===== src/rtl/uart_pkg.sv =====
// uart_pkg: shared FSM state type, frame constants and baud divider helper for the UART blocks
// Contents: uart_state_t (IDLE, START, DATA, STOP, BRK_WAIT), DATA_BITS, baud_div().
package uart_pkg;
   typedef enum logic [2:0] {IDLE, START, DATA, STOP, BRK_WAIT} uart_state_t;
   localparam int DATA_BITS = 8;
   function automatic int baud_div(input int clk_freq, input int baud, input int oversample);
      int d;
      d = clk_freq / (baud * oversample);
      return (d < 1) ? 1 : d;
   endfunction
endpackage


===== src/rtl/uart_baud_tick.sv =====
// uart_baud_tick: emits a one-cycle oversample tick every DIV clocks, phase restartable
// Ports: clk, rst (sync, active-high), restart (zero the phase counter), tick (one-cycle strobe).
module uart_baud_tick #(
   parameter int DIV = 1
) (
   input  logic clk,
   input  logic rst,
   input  logic restart,
   output logic tick
);
   localparam int W = (DIV > 1) ? $clog2(DIV) : 1;
   localparam logic [W-1:0] LAST = W'(DIV - 1);
   logic [W-1:0] r_cnt;
   always_ff @(posedge clk)
      r_cnt <= (rst || restart || r_cnt == LAST) ? '0 : r_cnt + 1'b1;
   assign tick = r_cnt == LAST;
endmodule


===== src/rtl/uart_rx_byte.sv =====
// uart_rx_byte: oversampled 8N1 UART receiver with start-glitch rejection and framing-error strobe
// Ports: clk, rst (sync, active-high), rx (async serial, idle high),
//        dout (last good byte), dout_valid (1-cycle strobe), frame_err (1-cycle strobe), busy.
// Option: define UART_RX_MAJORITY_EN for 2-of-3 majority bit decisions around each nominal sample.
module uart_rx_byte #(
   parameter int CLK_FREQ   = 100_000_000,
   parameter int BAUD       = 9600,
   parameter int OVERSAMPLE = 16
) (
   input  logic       clk,
   input  logic       rst,
   input  logic       rx,
   output logic [7:0] dout,
   output logic       dout_valid,
   output logic       frame_err,
   output logic       busy
);
   import uart_pkg::*;
   localparam int DIV = baud_div(CLK_FREQ, BAUD, OVERSAMPLE);
   localparam int SW = $clog2(OVERSAMPLE);
   localparam int IW = $clog2(DATA_BITS);
   localparam logic [SW-1:0] HALF_NOM = SW'(OVERSAMPLE / 2 - 1);
   localparam logic [SW-1:0] FULL_NOM = SW'(OVERSAMPLE - 1);
   logic r_sync1, r_sync2;
   uart_state_t r_state;
   logic [SW-1:0] r_scnt;
   logic [IW-1:0] r_idx;
   logic [DATA_BITS-1:0] r_shift;
   logic w_tick, w_restart, w_rxs, w_nom, w_dec_en, w_dec_bit;
   logic [SW-1:0] w_nom_cnt;
   assign w_rxs = r_sync2;
   assign w_restart = r_state == IDLE && !w_rxs;
   assign w_nom_cnt = (r_state == START) ? HALF_NOM : FULL_NOM;
   assign w_nom = w_tick && r_scnt == w_nom_cnt && (r_state inside {START, DATA, STOP});
   uart_baud_tick #(.DIV(DIV)) u_tick (
      .clk(clk),
      .rst(rst),
      .restart(w_restart),
      .tick(w_tick)
   );
`ifdef UART_RX_MAJORITY_EN
   // The decision lands one tick after the nominal sample, so the scnt reload
   // after START is 1 to keep every later sample point on its nominal tick.
   localparam logic [SW-1:0] RESUME = SW'(1);
   logic [1:0] r_hist;
   logic r_pend;
   logic w_pre;
   assign w_pre = w_tick && r_scnt == w_nom_cnt - 1'b1 && (r_state inside {START, DATA, STOP});
   assign w_dec_en = w_tick && r_pend;
   assign w_dec_bit = (r_hist[1] & r_hist[0]) | (r_hist[1] & w_rxs) | (r_hist[0] & w_rxs);
   always_ff @(posedge clk)
      if (rst || r_state == IDLE || r_state == BRK_WAIT) begin
         r_hist <= '1;
         r_pend <= 1'b0;
      end else if (w_tick) begin
         if (w_pre || w_nom) r_hist <= {r_hist[0], w_rxs};
         r_pend <= w_nom;
      end
`else
   localparam logic [SW-1:0] RESUME = '0;
   assign w_dec_en = w_nom;
   assign w_dec_bit = w_rxs;
`endif
   always_ff @(posedge clk)
      if (rst) begin
         r_sync1    <= 1'b1;
         r_sync2    <= 1'b1;
         r_state    <= IDLE;
         r_scnt     <= '0;
         r_idx      <= '0;
         r_shift    <= '0;
         dout       <= '0;
         dout_valid <= 1'b0;
         frame_err  <= 1'b0;
      end else begin
         r_sync1    <= rx;
         r_sync2    <= r_sync1;
         dout_valid <= 1'b0;
         frame_err  <= 1'b0;
         case (r_state)
            IDLE:
               if (!w_rxs) begin
                  r_state <= START;
                  r_scnt  <= '0;
               end
            START:
               if (w_dec_en) begin
                  r_state <= w_dec_bit ? IDLE : DATA;
                  r_scnt  <= RESUME;
                  r_idx   <= '0;
               end else if (w_tick) r_scnt <= r_scnt + 1'b1;
            DATA: begin
               if (w_tick) r_scnt <= r_scnt + 1'b1;
               if (w_dec_en) begin
                  r_shift[r_idx] <= w_dec_bit;
                  r_idx <= r_idx + 1'b1;
                  if (r_idx == IW'(DATA_BITS - 1)) r_state <= STOP;
               end
            end
            STOP: begin
               if (w_tick) r_scnt <= r_scnt + 1'b1;
               if (w_dec_en) begin
                  dout_valid <= w_dec_bit;
                  frame_err  <= !w_dec_bit;
                  if (w_dec_bit) dout <= r_shift;
                  r_state <= w_dec_bit ? IDLE : BRK_WAIT;
               end
            end
            BRK_WAIT: if (w_rxs) r_state <= IDLE;
            default: r_state <= IDLE;
         endcase
      end
   assign busy = r_state != IDLE;
endmodule


===== config.mk =====
export PLATFORM = sky130hd
export DESIGN_NAME = uart_rx_byte
export DESIGN_NICKNAME = d
export VERILOG_FILES = /design/src/rtl/uart_pkg.sv /design/src/rtl/uart_baud_tick.sv /design/src/rtl/uart_rx_byte.sv
export SDC_FILE = /design/constraint.sdc
export NUM_CORES = 1
export LEC_CHECK = 0
export CORE_MARGIN = 4
export CORE_UTILIZATION = 53
export CTS_BUF_LIST = sky130_fd_sc_hd__clkbuf_4 sky130_fd_sc_hd__clkbuf_8 sky130_fd_sc_hd__clkbuf_16
export DETAILED_ROUTE_END_ITERATION = 10
export PLACE_DENSITY_LB_ADDON = 0.05
export SETUP_SLACK_MARGIN = 0.2
export SYNTH_ARGS = -nofsm -noshare
export SYNTH_HDL_FRONTEND = slang
export SYNTH_SLANG_ARGS = --single-unit

===== constraint.sdc =====
create_clock -name clk -period 6.25 [get_ports clk]
set_input_delay 1.25 -clock clk [delete_from_list [all_inputs] [get_ports clk]]
set_output_delay 1.25 -clock clk [all_outputs]
set_load 0.01 [all_outputs]

==> results of run 1 <==
==> metal layers <==
layer	share of wire	global-route usage	up-vias
li1	-	-	763
met1	0.46	0.234	722
met2	0.49	0.318	25
met3	0.037	0.0641	6
met4	0.014	0.0685	0
met5	0	0	-
==> layout make-up <==
type	count	area share
multi-input combinational	152	0.470
sequential	40	0.388
clock inverter	2	0.0188
tap	46	0.0279
inverter	2	0.00364
timing repair buffer	14	0.0667
clock buffer	6	0.0249
==> registers in the layout, indices dropped and copies added (netlist names) <==
name,cells
r_shift,8
r_sync1,1
frame_err,1
u_tick.r_cnt,10
dout_valid,1
r_sync2,1
r_idx,3
dout,8
r_state,3
r_scnt,4
==> layout by cell type (no fill, tap or decap), types with 5 or more instances in the layout <==
cell and instances:
clkdlybuf4s50_1 13, dfxtp_1 40, nand2_1 19, o21ai_0 14, nand3_1 12, nor2_1 20
ha_1 5, mux2i_1 5, clkbuf_4 5, xnor2_1 8, a21oi_1 13
==> how the worst max path moves through the flow <==
stage                    startpoint         endpoint  slack, ps  cells past startpoint
floorplan           u_tick.r_cnt[4]         r_idx[0]       3990                      6
global placement                rst  u_tick.r_cnt[9]       3070                      5
detailed placement              rst  u_tick.r_cnt[9]       3020                      5
CTS                      r_state[0]             busy       3230                      2
global route             r_state[1]             busy       3120                      2
finish                   r_state[1]             busy       3230                      2
==> power by group through the flow <==
stage | Clock (mW) | Sequential (mW) | Combinational, mW
2_1_floorplan | 0 | 0.265 | 0.0125
3_3_place_gp | 0 | 0.267 | 0.0148
3_5_place_dp | 0 | 0.267 | 0.0152
4_1_cts | 0.186 | 0.262 | 0.0154
5_1_grt | 0.199 | 0.263 | 0.0176
6_report | 0.182 | 0.262 | 0.0153
==> worst max-delay path, stage by stage, from the launching register on <==
cell	delay [ps]
dfxtp_1	670
or3_1	210
clkdlybuf4s50_1	540
==> through the flow <==
stage | cells | hold slack, ps | util | cell area, um^2 | total power, mW
after floorplan | 208 | 389 | - | 1830 | 0.278
after global placement | 254 | 396 | 0.591 | 1970 | 0.282
after detailed placement | 254 | 402 | 0.591 | 1970 | 0.282
after CTS | 262 | 435 | 0.618 | 2060 | 0.462
after global routing | 262 | 463 | 0.618 | 2060 | 0.479
final | 262 | 433 | 0.618 | 2060 | 0.459
==> cells by family after synthesis <==
logic type | after synthesis | share of synthesized area
muxes | 5 | 0.0274
adders and majority gates | 5 | 0.0342
DFF | 40 | 0.438
xor gates and xnor gates | 11 | 0.0527
AOI/OAI and AO/OA | 41 | 0.142
buffers and inverters | 16 | 0.0349
and+or+nand+nor | 90 | 0.271
==> cells in the mapped netlist (4+ instances only) <==
| cell type | count |
|---|---|
| a21oi_1 | 13 |
| and3_1 | 4 |
| clkbuf_1 | 11 |
| dfxtp_1 | 40 |
| ha_1 | 5 |
| mux2i_1 | 5 |
| nand2_1 | 19 |
| nand3_1 | 12 |
| nand4_1 | 4 |
| nor2_1 | 20 |
| nor3_1 | 4 |
| o21ai_0 | 14 |
| xnor2_1 | 8 |
==> metrics.csv, run 1 <==
metric,value,unit
outcome,completed,
minimum clock period,3020,ps
Final nets,223,
antenna-violating nets left,0,
hold endpoint,r_sync2,
WS Path Type,reg2out,
post-synth net total,216,
top cell type by total area after synthesis,dfxtp_1,
TNS Setup,0,ps
Max Freq,0.331,GHz
Sw Share,0.216,
CTS tree,built,
GPL Wtd Cong,0.782,
vias in the first global route,1459,
num rows,21,
Multi-input gate area,968,um^2
maxcap violations,0,
Root Driver,clkbuf_4,
clock-pin slew on the worst setup and hold paths,120,ps
TritonCTS buffer count,5,
Vias/cell,5.79,
Finish-stage setup viols,0,
top-level I/O count,14,
actual slew at the worst max-slew pin,1120,ps
Worst-Skew Late Latency,350,ps
Reg power frac,0.570,
via count,1516,
top-area cell type share of the netlist area,0.438,
kind of end point of the critical path,primary output,
total congestion overflow,0,
skew final,11.8,ps
PD cells,223,nW/um^2
clk buf depth,2,
Netlist cell types,43,
Yosys warning total,0,
"EDFF count, synth",0,
Post-CTS Setup Repair Bufs,0,
first-pass GRT wire length,6.56,mm
pre-CTS setup slack,3020,ps
relative slew slack,0.248,
Psw,0.0993,mW
Hold Buf Count CTS,0,
Initial Utilization,0.547,
RSZ-0062 raised after global routing,false,
"Top FF cell, synth",dfxtp_1,
HP Start,r_sync1,
Worst EP arrival,1770,ps
global-route usage over all layers,0.193,
Comb pwr share,0.033,
ys async rst share,0,
post-CTS sizing,0,
"Slew Viols, Final",0,
r2r worst-path depth,4,
dpl hpwl,2.54,mm
Mapped Area,1830,um^2
R2R setup slack,3800,ps
Routed wire per std cell,13.9,um
Initial DRT Pass Iterations,4,
layout cell share with drive strength beyond 1,0.0741,
total core area,3340,um^2
main area contributors after synthesis,"dfxtp_1 (44%), nor2_1 (4.1%), nand2_1 (3.9%)",
Int Power,0.360,mW
mean post-synth cell area,8.78,um^2
htree depth,2,
clock power share,0.397,
min-delay worst type,reg2reg,
final wirelength,3.65,mm
maximum number of pins on one net before global-route repair,21,
die height,66.7,um
VDD IR max,0.136,mV
Setup WS post-layout,3230,ps
area delta synth->final,12.9,%
full die area,4450,um^2
hold depth,1,
Reg-to-Reg End,r_idx[2],
diode count,0,
CP max FO,18,
worst endpoint required time,5000,ps
Startpoint Class,flip-flop,
start of the worst register-to-register path,u_tick.r_cnt[4],
synthesis-stage register bit count,40,
Layout fillers,285,
Syn Inst Count,208,
register area,801,um^2
IO buf count,13,
sequential area share after synthesis,0.438,
drt drc,0,
P_leak,0.693,nW
Iter 0 DRT Violations,155,
antenna violations before repair,0,
period utilization,0.483,
Hold Fails Final Rpt,0,
Die Wd,66.7,um
Clock Sinks,40,
No activity file was read; power rests on OpenSTA's default activity.
==> run 2: changes to the inputs <==
CORE_UTILIZATION = 51   (was 53)
clock period = 2.7 ns   (was 6.25 ns; I/O delays follow)
==> run 2 against run 1 <==
  * Hold slack worse by 7.3 ps
  * Non-clock buffer count rose by 3
  * Flip-flop and latch count did not move
  * Count of clock-buffer cells in the layout fell by 1
  * Largest power group unchanged
  * Highest routed layer unchanged
==> metrics.csv, run 2 (synthesis gave the netlist of run 1 again) <==
metric,value,unit,change
HP Start,r_sync1,,unchanged
first-pass GRT wire length,6.24,mm,was 6.56 mm
Worst EP arrival,2570,ps,was 1770 ps
start of the worst register-to-register path,u_tick.r_cnt[0],,was u_tick.r_cnt[4]
Placed Area,1990,um^2,was 1970 um^2
"Power, Total",1.03,mW,was 0.459 mW
vias in the first global route,1444,,was 1459
die height,67.9,um,was 66.7 um
met2 Use GR,0.298,,was 0.318
min-delay worst type,reg2reg,,unchanged
Initial Utilization,0.539,,was 0.547
Startpoint Class,flip-flop,,unchanged
Top reg by flops,u_tick.r_cnt,,unchanged
diode count,0,,unchanged
Post-CTS Setup Repair Bufs,0,,unchanged
Root Driver,clkbuf_4,,unchanged
drt drc,0,,unchanged
Int Power,0.806,mW,was 0.360 mW
final wirelength,3.67,mm,was 3.65 mm
layout cell share with drive strength beyond 1,0.0868,,was 0.0741
total congestion overflow,0,,unchanged
Largest regs,"u_tick.r_cnt: 10 flops, dout: 8 flops, r_shift: 8 flops",,unchanged
WS Path Type,reg2reg,,was reg2out
global route hottest layer,met2,,unchanged
TritonCTS buffer count,5,,unchanged
GPL Wtd Cong,0.846,,was 0.782
TNS Setup,0,ps,unchanged
outcome,completed,,unchanged
CTS tree,built,,unchanged
full die area,4600,um^2,was 4450 um^2
"most common cell after layout, fill and taps aside",dfxtp_1,,unchanged
Iter 0 DRT Violations,132,,was 155
minimum clock period,2330,ps,
post-CTS sizing,0,,unchanged
max reg flops,10,,unchanged
dpl hpwl,2.68,mm,was 2.54 mm
maxcap violations,0,,unchanged
RSZ-0062 raised after global routing,false,,unchanged
CP peak stage delay,700,ps,was 670 ps
maximum number of pins on one net before global-route repair,20,,was 21
cell area after layout,2070,um^2,was 2060 um^2
Final nets,226,,was 223
clock-pin slew on the worst setup and hold paths,120,ps,about the same
worst endpoint required time,2940,ps,was 5000 ps
Initial DRT Pass Iterations,4,,unchanged
Finish-stage setup viols,0,,unchanged
VDD IR max,0.335,mV,was 0.136 mV
Hold Fails Final Rpt,0,,unchanged
Die Wd,67.9,um,was 66.7 um
IO buf count,13,,unchanged
PD cells,496,nW/um^2,was 223 nW/um^2
Worst-Skew Late Latency,340,ps,was 350 ps
CP max stage cell,or4_1,,was dfxtp_1
global-route usage over all layers,0.182,,was 0.193
met3 usage,0.0509,,was 0.0641
Routed wire per std cell,13.8,um,was 13.9 um
htree depth,2,,unchanged
top-level I/O count,14,,unchanged
"Slew Viols, Final",0,,unchanged
clock power share,0.374,,was 0.397
antenna-violating nets left,0,,unchanged
Top delay family on crit path,simple AND/OR/NAND/NOR gates,,was flip-flops
Sw Share,0.216,,about the same
antenna violations before repair,0,,unchanged
kind of end point of the critical path,flip-flop,,was primary output
Comb pwr share,0.038,,was 0.033
cells along the critical path,inv_1 -> ha_1 -> nand3b_1 -> or4_1 -> o41a_1 -> a22o_1,,was or3_1 -> clkdlybuf4s50_1
Vias/cell,5.77,,was 5.79
crit path buf inv count,1,,unchanged
CP max FO,7,,was 18
Clock Sinks,40,,unchanged
crit path launch,u_tick.r_cnt[0],,was r_state[1]
period utilization,0.863,,
clk buf depth,2,,unchanged
area delta synth->final,13.6,%,was 12.9%
Max Freq,0.429,GHz,
Layout fillers,279,,was 285
relative slew slack,0.598,,was 0.248
Hold Buf Count CTS,0,,unchanged
Psw,0.223,mW,was 0.0993 mW
via count,1530,,was 1516
most frequent cells in the layout,"dfxtp_1 (40), nor2_1 (20), nand2_1 (19)",,unchanged
total core area,3390,um^2,was 3340 um^2
fin util,0.612,,was 0.618
skew final,6.68,ps,was 11.8 ps
actual slew at the worst max-slew pin,598,ps,was 1120 ps
Reg power frac,0.588,,was 0.570
GRT met1 Usage,0.212,,was 0.234
num rows,21,,unchanged
P_leak,0.699,nW,was 0.693 nW
run 2: cell count changes in the layout (fill, tap and decap cells not counted), sizes merged:
cell / change
buf: +3
clkbuf: -1
clkinvlp: +1
run 2: worst paths after layout:
check | to | slack [ps] | cells after the start
setup / recovery | r_idx[0] | 370 | 6
hold reg to reg | r_sync2 | 430 | 1
setup reg to reg | r_idx[0] | 370 | 6
hold / removal | r_sync2 | 430 | 1
run 2: layout make-up:
cell class | count | area (um^2) | area share
Clock buffer | 5 | 37.5 | 0.0181
Timing Repair Buffer | 17 | 160 | 0.0772
Sequential cell | 40 | 801 | 0.386
Multi-Input combinational cell | 152 | 968 | 0.467
Inverter | 2 | 7.51 | 0.00362
Tap cell | 46 | 57.6 | 0.0277
Clock inverter | 3 | 42.5 | 0.0205
run 2: worst register-to-register path, stage by stage (launching register included):
cell      delay (ps)
dfxtp_1          360
inv_1             70
ha_1             140
nand3b_1         220
or4_1            700
o41a_1           500
a22o_1           240
run 2: power groups by stage:
| stage | clock network [mW] | registers [mW] | logic [mW] |
|---|---|---|---|
| finish | 0.385 | 0.605 | 0.0386 |
| global route | 0.424 | 0.607 | 0.0429 |
| detailed placement | 0 | 0.619 | 0.0388 |
| CTS | 0.397 | 0.605 | 0.0389 |
| global placement | 0 | 0.618 | 0.0375 |
| floorplan | 0 | 0.614 | 0.0289 |
run 2: through the flow:
| stage | hold WS [ps] | instances | setup slack [ps] |
|---|---|---|---|
| after floorplan | 389 | 208 | 439 |
| after global placement | 393 | 257 | 454 |
| final | 425 | 265 | 369 |
| after global routing | 439 | 265 | 265 |
| after CTS | 430 | 265 | 376 |
| after detailed placement | 401 | 257 | 402 |
run 2: routing by layer:
layer	share of wire	wire [um]	vias up
met3	0.034	123	8
met1	0.46	1710	725
met4	0.021	76	0
met5	0	0	-
met2	0.48	1760	27
li1	-	-	770
==> run 3: changes to the inputs <==
--- a/constraint.sdc
+++ b/constraint.sdc
@@ -3,2 +3,2 @@
 set_output_delay 0.54 -clock clk [all_outputs]
-set_load 0.01 [all_outputs]
+set_load 0.1 [all_outputs]
==> run 3 against run 2 <==
  * Sequential power is essentially flat
  * Non-clock buffer count is the same
  * Final cell count is the same
  * Largest cell class unchanged
  * Highest routed layer unchanged
==> metrics.csv, run 3 (synthesis gave the netlist of run 1 again) <==
metric,value,unit,change
crit path launch,u_tick.r_cnt[0],,unchanged
global-route usage over all layers,0.189,,was 0.182
TritonCTS buffer count,5,,unchanged
num rows,21,,unchanged
start of the worst register-to-register path,u_tick.r_cnt[0],,unchanged
Sw Share,0.223,,was 0.216
antenna-violating nets left,0,,unchanged
period utilization,0.853,,was 0.863
first-pass GRT wire length,6.58,mm,was 6.24 mm
TNS Setup,0,ps,unchanged
diode count,0,,unchanged
Iter 0 DRT Violations,101,,was 132
"Power, Total",1.07,mW,was 1.03 mW
IO buf count,13,,unchanged
relative slew slack,0.578,,was 0.598
WS Path Type,reg2reg,,unchanged
clock-pin slew on the worst setup and hold paths,120,ps,about the same
area delta synth->final,12.6,%,was 13.6%
Worst EP arrival,2560,ps,was 2570 ps
CTS tree,built,,unchanged
full die area,4600,um^2,unchanged
min-delay worst type,reg2reg,,unchanged
"most common cell after layout, fill and taps aside",dfxtp_1,,unchanged
Clock Sinks,40,,unchanged
htree depth,2,,unchanged
Hold Buf Count CTS,0,,unchanged
"Slew Viols, Final",0,,unchanged
outcome,completed,,unchanged
total core area,3390,um^2,unchanged
Layout fillers,301,,was 279
post-CTS sizing,0,,unchanged
clock power share,0.396,,was 0.374
antenna violations before repair,0,,unchanged
VDD IR max,0.275,mV,was 0.335 mV
via count,1504,,was 1530
CP max FO,7,,unchanged
layout cell share with drive strength beyond 1,0.137,,was 0.0868
Setup WS post-layout,396,ps,was 369 ps
Root Driver,clkbuf_4,,unchanged
actual slew at the worst max-slew pin,627,ps,was 598 ps
worst hold slack,425,ps,about the same
HP Start,r_sync1,,unchanged
Reg power frac,0.564,,was 0.588
Largest regs,"u_tick.r_cnt: 10 flops, dout: 8 flops, r_shift: 8 flops",,unchanged
max reg flops,10,,unchanged
kind of end point of the critical path,flip-flop,,unchanged
Comb pwr share,0.040,,was 0.038
PD cells,522,nW/um^2,was 496 nW/um^2
Int Power,0.835,mW,was 0.806 mW
GPL Wtd Cong,0.836,,was 0.846
minimum clock period,2300,ps,was 2330 ps
Routed wire per std cell,14.0,um,was 13.8 um
cell area after layout,2060,um^2,was 2070 um^2
Placed Area,1970,um^2,was 1990 um^2
worst endpoint required time,2950,ps,was 2940 ps
most frequent cells in the layout,"dfxtp_1 (40), nor2_1 (20), nand2_1 (19)",,unchanged
vias in the first global route,1434,,was 1444
drt drc,0,,unchanged
maximum number of pins on one net before global-route repair,20,,unchanged
Worst-Skew Late Latency,350,ps,was 340 ps
Hold Fails Final Rpt,0,,unchanged
clk buf depth,2,,unchanged
RSZ-0062 raised after global routing,false,,unchanged
fin util,0.607,,was 0.612
top-level I/O count,14,,unchanged
register area,801,um^2,unchanged
Initial Utilization,0.539,,unchanged
Die Wd,67.9,um,unchanged
Final nets,226,,unchanged
maxcap violations,0,,unchanged
placed insts,257,,unchanged
Non-Filler Instances,265,,unchanged
die height,67.9,um,unchanged
Vias/cell,5.68,,was 5.77
pre-CTS setup slack,405,ps,was 402 ps
P_leak,0.729,nW,was 0.699 nW
Post-CTS Setup Repair Bufs,0,,unchanged
dpl hpwl,2.64,mm,was 2.68 mm
skew final,13.7,ps,was 6.68 ps
Initial DRT Pass Iterations,4,,unchanged
Max Freq,0.434,GHz,was 0.429 GHz
total congestion overflow,0,,unchanged
final wirelength,3.72,mm,was 3.67 mm
Startpoint Class,flip-flop,,unchanged
Multi-input gate area,968,um^2,unchanged
Top reg by flops,u_tick.r_cnt,,unchanged
Finish-stage setup viols,0,,unchanged
Psw,0.239,mW,was 0.223 mW
-- run 3: cell count changes in the layout (fill, tap and decap cells not counted) --
cell / change
clkinv_4: +1
buf_4: +11
clkdlybuf4s50_1: -11
clkinv_2: -1
clkbuf_8: +1
clkinvlp_4: -1
-- run 3: layer usage --
layer,vias up,share of wire,global-route usage
met5,-,0,0
met4,0,0.010,0.0769
met3,5,0.042,0.0558
met2,26,0.47,0.315
met1,699,0.47,0.229
li1,774,-,-
-- run 3: critical path: stages (launching register included) --
cell and delay [ps]:
dfxtp_1 360, inv_1 60, ha_1 130, nand3b_1 220, or4_1 700, o41a_1 490, a22o_1 240
-- run 3: worst paths after layout --
path                                 end  slack [ps]  cells past startpoint
worst max-delay path            r_idx[0]         400                      6
worst min-delay path             r_sync2         420                      1
worst max register to register  r_idx[0]         400                      6
worst min register to register   r_sync2         420                      1
-- run 3: power groups by stage --
stage / logic [mW] / registers (mW) / clock network, mW
2_1_floorplan: 0.0342 / 0.614 / 0
3_3_place_gp: 0.0426 / 0.618 / 0
3_5_place_dp: 0.0439 / 0.619 / 0
4_1_cts: 0.0441 / 0.605 / 0.432
5_1_grt: 0.0489 / 0.607 / 0.454
6_report: 0.0433 / 0.605 / 0.425
-- run 3: area by class of cell --
type	instances	area share
Multi-Input combinational cell	152	0.471
Sequential cell	40	0.389
Timing Repair Buffer	17	0.0645
Tap cell	46	0.0280
Clock buffer	6	0.0249
Clock inverter	2	0.0189
Inverter	2	0.00365
